==> config.mk <==
export PLATFORM = sky130hd
export DESIGN_NAME = writeback_unit
export DESIGN_NICKNAME = d
export VERILOG_FILES = /design/src/rtl/writeback_unit_pkg.sv /design/src/rtl/writeback_unit_load_extender.sv /design/src/rtl/writeback_unit.sv
export SDC_FILE = /design/constraint.sdc
export NUM_CORES = 1
export LEC_CHECK = 0
export ABC_CLOCK_PERIOD_IN_PS = 7700
export CORE_ASPECT_RATIO = 0.6
export CORE_UTILIZATION = 25
export CTS_BUF_LIST = sky130_fd_sc_hd__clkbuf_8
export DETAILED_ROUTE_END_ITERATION = 8
export PLACE_DENSITY = 0.46
export SETUP_SLACK_MARGIN = 0.5
export SYNTH_ARGS = -nofsm -noshare
export SYNTH_HDL_FRONTEND = slang
export SYNTH_HIERARCHICAL = 1
export SYNTH_SLANG_ARGS = --single-unit
==> constraint.sdc <==
create_clock -name clk -period 7.7 [get_ports clk]
set_input_delay 1.54 -clock clk [delete_from_list [all_inputs] [get_ports clk]]
set_output_delay 1.54 -clock clk [all_outputs]
set_load 0.01 [all_outputs]
==> src/rtl/writeback_unit_pkg.sv <==
// Shared writeback types: result-source select, ALU op codes, decode bundle,
// load funct3 encodings and the queued writeback entry.
package writeback_unit_pkg;

   typedef enum logic [1:0] {
      WB_ALU = 2'd0,
      WB_MEM = 2'd1,
      WB_PC4 = 2'd2
   } wb_sel_t;

   typedef enum logic [3:0] {
      ALU_ADD  = 4'd0,
      ALU_SUB  = 4'd1,
      ALU_SLL  = 4'd2,
      ALU_SLT  = 4'd3,
      ALU_SLTU = 4'd4,
      ALU_XOR  = 4'd5,
      ALU_SRL  = 4'd6,
      ALU_SRA  = 4'd7,
      ALU_OR   = 4'd8,
      ALU_AND  = 4'd9
   } alu_op_t;

   typedef struct packed {
      logic [4:0] rs1;
      logic [4:0] rs2;
      logic [4:0] rd;
      logic       regw;
      alu_op_t    alu_op;
      wb_sel_t    wb_sel;
   } bundle_decode_t;

   localparam logic [2:0] F3_LB  = 3'b000;
   localparam logic [2:0] F3_LH  = 3'b001;
   localparam logic [2:0] F3_LW  = 3'b010;
   localparam logic [2:0] F3_LBU = 3'b100;
   localparam logic [2:0] F3_LHU = 3'b101;

   typedef struct packed {
      logic [4:0]  rd;
      logic [31:0] value;
   } wb_entry_t;

endpackage

==> src/rtl/writeback_unit_load_extender.sv <==
// Combinational load alignment and sign/zero extension of a raw memory word.
// Unknown funct3 values fall through to a full-word load.
module load_extender
   import writeback_unit_pkg::*;
(
   input  logic [31:0] data_i,
   input  logic [2:0]  funct3_i,
   input  logic [1:0]  off_i,
   output logic [31:0] value_o
);

   logic [7:0]  lane_bytes [4];
   logic [7:0]  byte_sel;
   logic [15:0] half_sel;

   genvar gi;
   generate
      for (gi = 0; gi < 4; gi++) begin : g_lane
         assign lane_bytes[gi] = data_i[8*gi +: 8];
      end
   endgenerate

   assign byte_sel = lane_bytes[off_i];
   // Halfword loads are assumed aligned, so only off_i[1] picks the half.
   assign half_sel = off_i[1] ? data_i[31:16] : data_i[15:0];

   always_comb begin
      value_o = data_i;
      case (funct3_i)
         F3_LB:   value_o = {{24{byte_sel[7]}}, byte_sel};
         F3_LBU:  value_o = {24'h000000, byte_sel};
         F3_LH:   value_o = {{16{half_sel[15]}}, half_sel};
         F3_LHU:  value_o = {16'h0000, half_sel};
         F3_LW:   value_o = data_i;
         default: value_o = data_i;
      endcase
   end

endmodule

==> src/rtl/writeback_unit.sv <==
// Writeback stage: result FIFO feeding the register-file write port, plus a
// pending-write scoreboard that stalls issue on RAW/WAW hazards.
module writeback_unit
   import writeback_unit_pkg::*;
#(
   parameter int DEPTH = 2
) (
   input  logic        clk,
   input  logic        reset,
   input  logic        issue_valid,
   output logic        issue_ready,
   input  logic [4:0]  issue_rs1,
   input  logic [4:0]  issue_rs2,
   input  logic [4:0]  issue_rd,
   input  logic        issue_regw,
   input  logic        res_valid,
   output logic        res_ready,
   input  logic [4:0]  res_rd,
   input  logic [31:0] res_data,
   input  logic [31:0] res_pc4,
   input  wb_sel_t     res_sel,
   input  logic [2:0]  res_funct3,
   input  logic [1:0]  res_off,
   input  logic        wb_en,
   output logic        rf_we,
   output logic [4:0]  rf_addr,
   output logic [31:0] rf_wd,
   output logic [31:0] busy
);

   localparam int AW = $clog2(DEPTH);

   logic [AW:0]  wr_ptr_q, wr_ptr_d;
   logic [AW:0]  rd_ptr_q, rd_ptr_d;
   wb_entry_t    fifo_q [DEPTH];
   logic [31:0]  busy_q, busy_d;

   logic         empty, full, enq, deq, issue_fire;
   logic [31:0]  load_value;
   wb_entry_t    enq_entry;
   wb_entry_t    head;

   load_extender u_load_extender (
      .data_i   (res_data),
      .funct3_i (res_funct3),
      .off_i    (res_off),
      .value_o  (load_value)
   );

   always_comb begin
      enq_entry.rd    = res_rd;
      enq_entry.value = res_data;
      case (res_sel)
         WB_ALU:  enq_entry.value = res_data;
         WB_MEM:  enq_entry.value = load_value;
         WB_PC4:  enq_entry.value = res_pc4;
         default: enq_entry.value = res_data;
      endcase
   end

   // Extra pointer MSB tells a full queue apart from an empty one.
   assign empty = (wr_ptr_q == rd_ptr_q);
   assign full  = (wr_ptr_q[AW] != rd_ptr_q[AW]) &&
                  (wr_ptr_q[AW-1:0] == rd_ptr_q[AW-1:0]);

   assign res_ready = !full;
   assign enq       = res_valid && !full;
   assign deq       = !empty && wb_en;
   assign head      = fifo_q[rd_ptr_q[AW-1:0]];

   // x0 results still drain through the queue but never assert the write strobe.
   assign rf_we   = deq && (head.rd != 5'd0);
   assign rf_addr = empty ? 5'd0  : head.rd;
   assign rf_wd   = empty ? 32'd0 : head.value;

   assign wr_ptr_d = enq ? wr_ptr_q + 1'b1 : wr_ptr_q;
   assign rd_ptr_d = deq ? rd_ptr_q + 1'b1 : rd_ptr_q;

   always_ff @(posedge clk or posedge reset) begin
      if (reset) begin
         wr_ptr_q <= '0;
         rd_ptr_q <= '0;
      end else begin
         wr_ptr_q <= wr_ptr_d;
         rd_ptr_q <= rd_ptr_d;
      end
   end

   // Entry storage carries no reset; the pointers alone define validity.
   always_ff @(posedge clk) begin
      if (enq) begin
         fifo_q[wr_ptr_q[AW-1:0]] <= enq_entry;
      end
   end

   assign issue_ready = !busy_q[issue_rs1] && !busy_q[issue_rs2] &&
                        !(issue_regw && busy_q[issue_rd]);
   assign issue_fire  = issue_valid && issue_ready;

   // Set is applied after clear so a same-cycle reissue keeps the bit pending.
   always_comb begin
      busy_d = busy_q;
      if (deq) begin
         busy_d[head.rd] = 1'b0;
      end
      if (issue_fire && issue_regw) begin
         busy_d[issue_rd] = 1'b1;
      end
      busy_d[0] = 1'b0;
   end

   always_ff @(posedge clk or posedge reset) begin
      if (reset) begin
         busy_q <= '0;
      end else begin
         busy_q <= busy_d;
      end
   end

   assign busy = busy_q;

endmodule

==> impl_metrics.ini, run 1 <==
[detailed_routing]
totalWireLength_um = 24200
num_vias = 5766
avgViaCountPerCell = 4.89
wire_per_inst_um = 20.5
first_iter_violations = 547
firstDrtPassIters = 5
post-route-drc-count = 0
antenna_left = 0

[worst_setup_path]
critical_path_class = input pin to primary output
cp_slowest_cell = clkdlybuf4s50_1
crit_top_cell = clkdlybuf4s50_1
cp-start-kind = input pin
critPathMaxStageDelay_ps = 1020
arrival_ps = 4240
required_ps = 6160
crit_path_max_fanout = 17
endpoint_kind = primary output
crit_chain = clkdlybuf4s50_1 > mux4_2 > a22oi_1 > and4_1 > nand2_1 > a21oi_1 > clkdlybuf4s50_1

[clock_network]
hold_buffers = 0
htree_num_levels = 3
cts_buffer_depth = 2
numCtsBuffers = 9
cts_setup_buffers = 0
cts_tree = built
root_buffer = clkbuf_8
worstSkewPairLatency_ps = 400
clock_sinks = 109
cts-resized-gates = 0
clk_pin_slew_ps = 110

[pwr]
peakVddDrop_mv = 0.175
power.leakage_nw = 3.30
pwr_density_cell_nw_per_um2 = 339
fin_total_pwr_mw = 3.02

[flow_run]
max_cap_violations = 0

[synthesis]
synth_top_area_frac = 0.330
yosysMostFrequentCell = nand2_1
seq_area_frac_synth = 0.461
netlist_instances = 668
ys_warn_count = 6
synth_edf_count = 74
syn_area_um2 = 6720
syn_nets = 767
syn_area_per_cell_um2 = 10.1
synthTopCellsByArea = edfxtp_1 (33%), dfrtp_1 (13%), mux2i_1 (8.2%), nand2_1 (7.4%), o21ai_0 (5.7%)
netlist-cell-type-count = 55
async_flop_share = 0.321
synth_commonest_cells = nand2_1 (133), o21ai_0 (77), edfxtp_1 (74), mux2i_1 (55), nor2_1 (49)
synth_seq_cells = 109
synth_ff_type = edfxtp_1
yosys.area.top_type = edfxtp_1

[floorplanning]
fp.dieW_um = 214
dieArea_um2 = 27600
core-area_um2 = 26400
die_h_um = 129
start_util = 0.255
rows = 46
ios = 169

[grt]
grt_max_degree = 65
overflow = 0
met2_usage = 0.236
antenna_found_initial = 3
grtUsageMet1 = 0.283
grt_pass1_wl_um = 35600
grt_pass1_vias = 5464
track_usage = 0.178
top_usage_layer = met1
grt_use_met3 = 0.0465

[sta]
setup_tns_ps = 0
clock_skew_ps = 9.39
finalMaxSlewViolations = 0
fin_crit_sh = 0.750
finalHoldViolCount = 0
post-route-min-period_ps = 5780
max_freq_mhz = 173
hold_slack_ps = 495
grt_setup_unrepaired = false
relSlewSlack = 0.321
tightestPinTransition_ps = 1020
setup_viol = 0

[place]
io_buffers = 167
place_hpwl_um = 17900
globalplace.congestion = 0.929

[worst_hold_path]
min_path_type = register to register

[cells_and_area]
area_growth_pct = 32.5
drive_gt1_frac = 0.108
final_nets = 910
final_util = 0.337

[run_status]
status = completed
-- cells by family (layout without fill, tap and decap cells) --
family / count (synthesis) / count (layout) / synth area share
other: 1 / 3 / 0.000558
muxes: 79 / 79 / 0.152
xor gates and xnor gates: 6 / 6 / 0.00782
DFF: 109 / 109 / 0.461
AOI/OAI and AO/OA: 184 / 184 / 0.183
adders and majority gates: 2 / 2 / 0.00372
buffers and inverters: 55 / 203 / 0.0408
and+or+nand+nor: 232 / 232 / 0.152
-- final cells by class --
class | instances | area (µm²)
multi-input cells | 504 | 3370
diodes | 2 | 5.00
clock buffers | 9 | 124
clock inverters | 7 | 76.3
inverters | 10 | 37.5
well taps | 360 | 450
repair buffers | 177 | 1750
fillers | 2702 | 17500
flip-flops and latches | 109 | 3100
-- report_power, final --
group,internal [mW],total [mW],switching [mW]
clock,0.128,0.355,0.227
combinational,0.753,1.62,0.865
sequential,0.857,1.04,0.186
total,1.74,3.02,1.28
-- routing by layer --
metal | vias to the layer above | routed length (µm)
li1 | 2755 | -
met4 | 2 | 215
met5 | - | 13
met1 | 2780 | 12600
met3 | 18 | 1820
met2 | 211 | 9550
-- flip-flops by register name (all words and copies together) (netlist names) --
register	cells
busy	31
wr_ptr_q	2
rd_ptr_q	2
fifo_q	74
-- worst paths after layout --
kind	from	endpoint	slack, ps	cells past startpoint
min	wr_ptr_q[1]$_DFFE_PP0P_	wr_ptr_q[1]$_DFFE_PP0P_	490	1
max	issue_rd[1]	issue_ready	1920	7
min in group asynchronous	reset	busy[20]$_DFF_PP0_	1530	3
max in group asynchronous	reset	rd_ptr_q[0]$_DFFE_PP0N_	5810	3
max reg2reg	rd_ptr_q[0]$_DFFE_PP0N_	busy[18]$_DFF_PP0_	4750	8
min reg2reg	wr_ptr_q[1]$_DFFE_PP0P_	wr_ptr_q[1]$_DFFE_PP0P_	490	1
-- worst max-delay path, delay by kind of cell --
family / cells / cell delay, ps
and+or+nand+nor: 2 / 360
muxes: 1 / 410
buffers and inverters: 2 / 1580
AOI/OAI and AO/OA: 2 / 330
-- through the flow --
step	worst slack (ps)	cells	area [µm²]
after floorplan	3150	668	6720
after global placement	1890	1160	8700
after detailed placement	1890	1160	8700
after CTS	1890	1176	8900
after global routing	1760	1176	8900
final	1920	1178	8910
-- layout by cell type, fill, tap and decap left out, types with 9 or more instances in the layout --
| cell type | n |
|---|---|
| inv_1 | 10 |
| nor2b_1 | 9 |
| buf_4 | 10 |
| clkdlybuf4s50_1 | 167 |
| mux2i_1 | 55 |
| o21ai_2 | 30 |
| o21ai_0 | 77 |
| a21oi_1 | 9 |
| nor2_1 | 47 |
| mux4_2 | 11 |
| clkbuf_8 | 9 |
| edfxtp_1 | 74 |
| dfrtp_1 | 34 |
| nand2_1 | 133 |
| a22oi_1 | 42 |
| nand2b_1 | 9 |
Power figures use the tool's default switching activity.
==> run 2: changes to the inputs <==
ABC_CLOCK_PERIOD_IN_PS = 5230   (was 7700)
PLACE_DENSITY = 0.48   (was 0.46)
clock period = 5.23 ns   (was 7.7 ns; I/O delays follow)
==> run 2 against run 1 <==
Via count increased by 2.4%. Clock skew grew 5.5 ps. Sequential cell count is the same. Non-clock buffer count rose by 8. Routed wire length is 0.74% lower. Clock power rose by 44%. Worst hold slack is essentially flat. Register-to-register slack lost 2000 ps. Combinational power rose by 46%. Critical endpoint unchanged. Largest power group unchanged. Utilization increased by 0.22 points. Largest cell class unchanged.
==> impl_metrics.ini, run 2 (synthesized netlist as in run 1, its figures left out) <==
[run_status]
status = completed

[sta]
relSlewSlack = 0.298
fin_crit_sh = 0.878
finalHoldViolCount = 0
post-route-min-period_ps = 4590
clock_skew_ps = 14.9
setup_tns_ps = 0
setup_viol = 0
grt_setup_unrepaired = false
finalMaxSlewViolations = 0
tightestPinTransition_ps = 1050
max_freq_mhz = 218

[worst_setup_path]
crit_start = issue_rd[3]
arrival_ps = 3540
required_ps = 4180
crit_end = issue_ready
critical_path_class = input pin to primary output
crit_path_max_fanout = 12
r2r_cells = 5
cp-start-kind = input pin
timing.rr.end = fifo_q[0][13]$_DFFE_PP_
endpoint_kind = primary output
reg2reg_slack_ps = 2750
crit-reg2reg-launch = wr_ptr_q[0]$_DFFE_PP0P_

[clock_network]
cts_buffer_depth = 2
clk_pin_slew_ps = 120
clock_sinks = 109
numCtsBuffers = 9
cts_tree = built
root_buffer = clkbuf_8
hold_buffers = 0
htree_num_levels = 3
worstSkewPairLatency_ps = 400

[detailed_routing]
post-route-drc-count = 0
antenna_left = 0
wire_per_inst_um = 20.2
avgViaCountPerCell = 4.98
firstDrtPassIters = 5
totalWireLength_um = 24000
first_iter_violations = 731
num_vias = 5904

[grt]
antenna_found_initial = 3
grt_pass1_vias = 5413
grt_max_degree = 65
overflow = 0
grt_pass1_wl_um = 35900
track_usage = 0.178

[flow_run]
max_cap_violations = 0

[pwr]
power_frac_seq = 0.347
pwr_density_cell_nw_per_um2 = 493
power.net_switching_mw = 1.87
switching_share = 0.423
p_int_mw = 2.55
peakVddDrop_mv = 0.412
power.leakage_nw = 3.37
p_clk_frac = 0.116
fin_total_pwr_mw = 4.42
pwr-share-comb = 0.537

[cells_and_area]
fin_area_um2 = 8960
final_util = 0.339
drive_gt1_frac = 0.115
final_nets = 918
largest_reg_flops = 74
final_common_cell = clkdlybuf4s50_1
most-common-layout-cells = clkdlybuf4s50_1 (161), nand2_1 (133), o21ai_0 (77)
area_growth_pct = 33.3

[place]
io_buffers = 167
place_area_um2 = 8760
globalplace.congestion = 0.914
place_hpwl_um = 17900

[floorplanning]
ios = 169
dieArea_um2 = 27600
core-area_um2 = 26400
rows = 46
start_util = 0.255
die_h_um = 129
fp.dieW_um = 214

[worst_hold_path]
min_path_type = register to register
## run 2: cell types whose count changed in the layout (fill, tap and decap cells not counted), moves of 2 or more
cell	delta
clkdlybuf4s50_1	-6
dlymetal6s2s_1	+4
dlygate4sd2_1	+2
buf_4	+8
## run 2: timing repair
action                                  in CTS  in global routing
cloned                                       0                  0
resized for setup                            2                  4
buffers inserted                             0                  0
endpoints found under the setup margin       1                  1
## run 2: through the flow
step	hold slack (ps)	worst slack (ps)	std cells
finish	495	640	1186
global route	513	503	1184
floorplan	461	1670	668
global placement	479	428	1168
detailed placement	479	443	1168
CTS	500	505	1184
## run 2: layout make-up
cell class | instances | area, µm²
repair buffers | 185 | 1810
multi-input cells | 504 | 3370
clock inverters | 7 | 66.3
well taps | 360 | 450
clock buffers | 9 | 124
diodes | 2 | 5.00
inverters | 10 | 37.5
fillers | 2678 | 17500
flip-flops and latches | 109 | 3100
## run 2: power groups by stage
stage                     Sequential, mW  Combinational, mW  Clock (mW)
after global placement              1.56               2.42           0
final                               1.54               2.37       0.511
after detailed placement            1.55               2.40           0
after global routing                1.57               2.58       0.562
after floorplan                     1.46               1.19           0
after CTS                           1.53               2.41       0.532
## run 2: critical path: stages
cell             delay (ps)
clkdlybuf4s50_1         800
nor3_1                  180
and4b_1                 240
nor3_1                  190
and4_1                  300
nand2_1                  80
a21oi_1                 140
clkdlybuf4s50_1         560
## run 2: per-layer routing
metal	wire, µm	GRT usage	up-vias
li1	-	-	2774
met1	12500	0.286	2891
met2	9290	0.229	220
met3	1960	0.0514	17
met4	241	0.0349	2
met5	12	0	-
## run 2: how the worst min path moves through the flow
stage | from | endpoint | slack, ps | cells after the start
CTS | wr_ptr_q[1]$_DFFE_PP0P_ | wr_ptr_q[1]$_DFFE_PP0P_ | 500 | 1
detailed placement | wr_ptr_q[1]$_DFFE_PP0P_ | wr_ptr_q[1]$_DFFE_PP0P_ | 480 | 1
global placement | wr_ptr_q[1]$_DFFE_PP0P_ | wr_ptr_q[1]$_DFFE_PP0P_ | 480 | 1
global route | wr_ptr_q[1]$_DFFE_PP0P_ | wr_ptr_q[1]$_DFFE_PP0P_ | 510 | 1
finish | wr_ptr_q[1]$_DFFE_PP0P_ | wr_ptr_q[1]$_DFFE_PP0P_ | 490 | 1
floorplan | wr_ptr_q[1]$_DFFE_PP0P_ | wr_ptr_q[1]$_DFFE_PP0P_ | 460 | 1
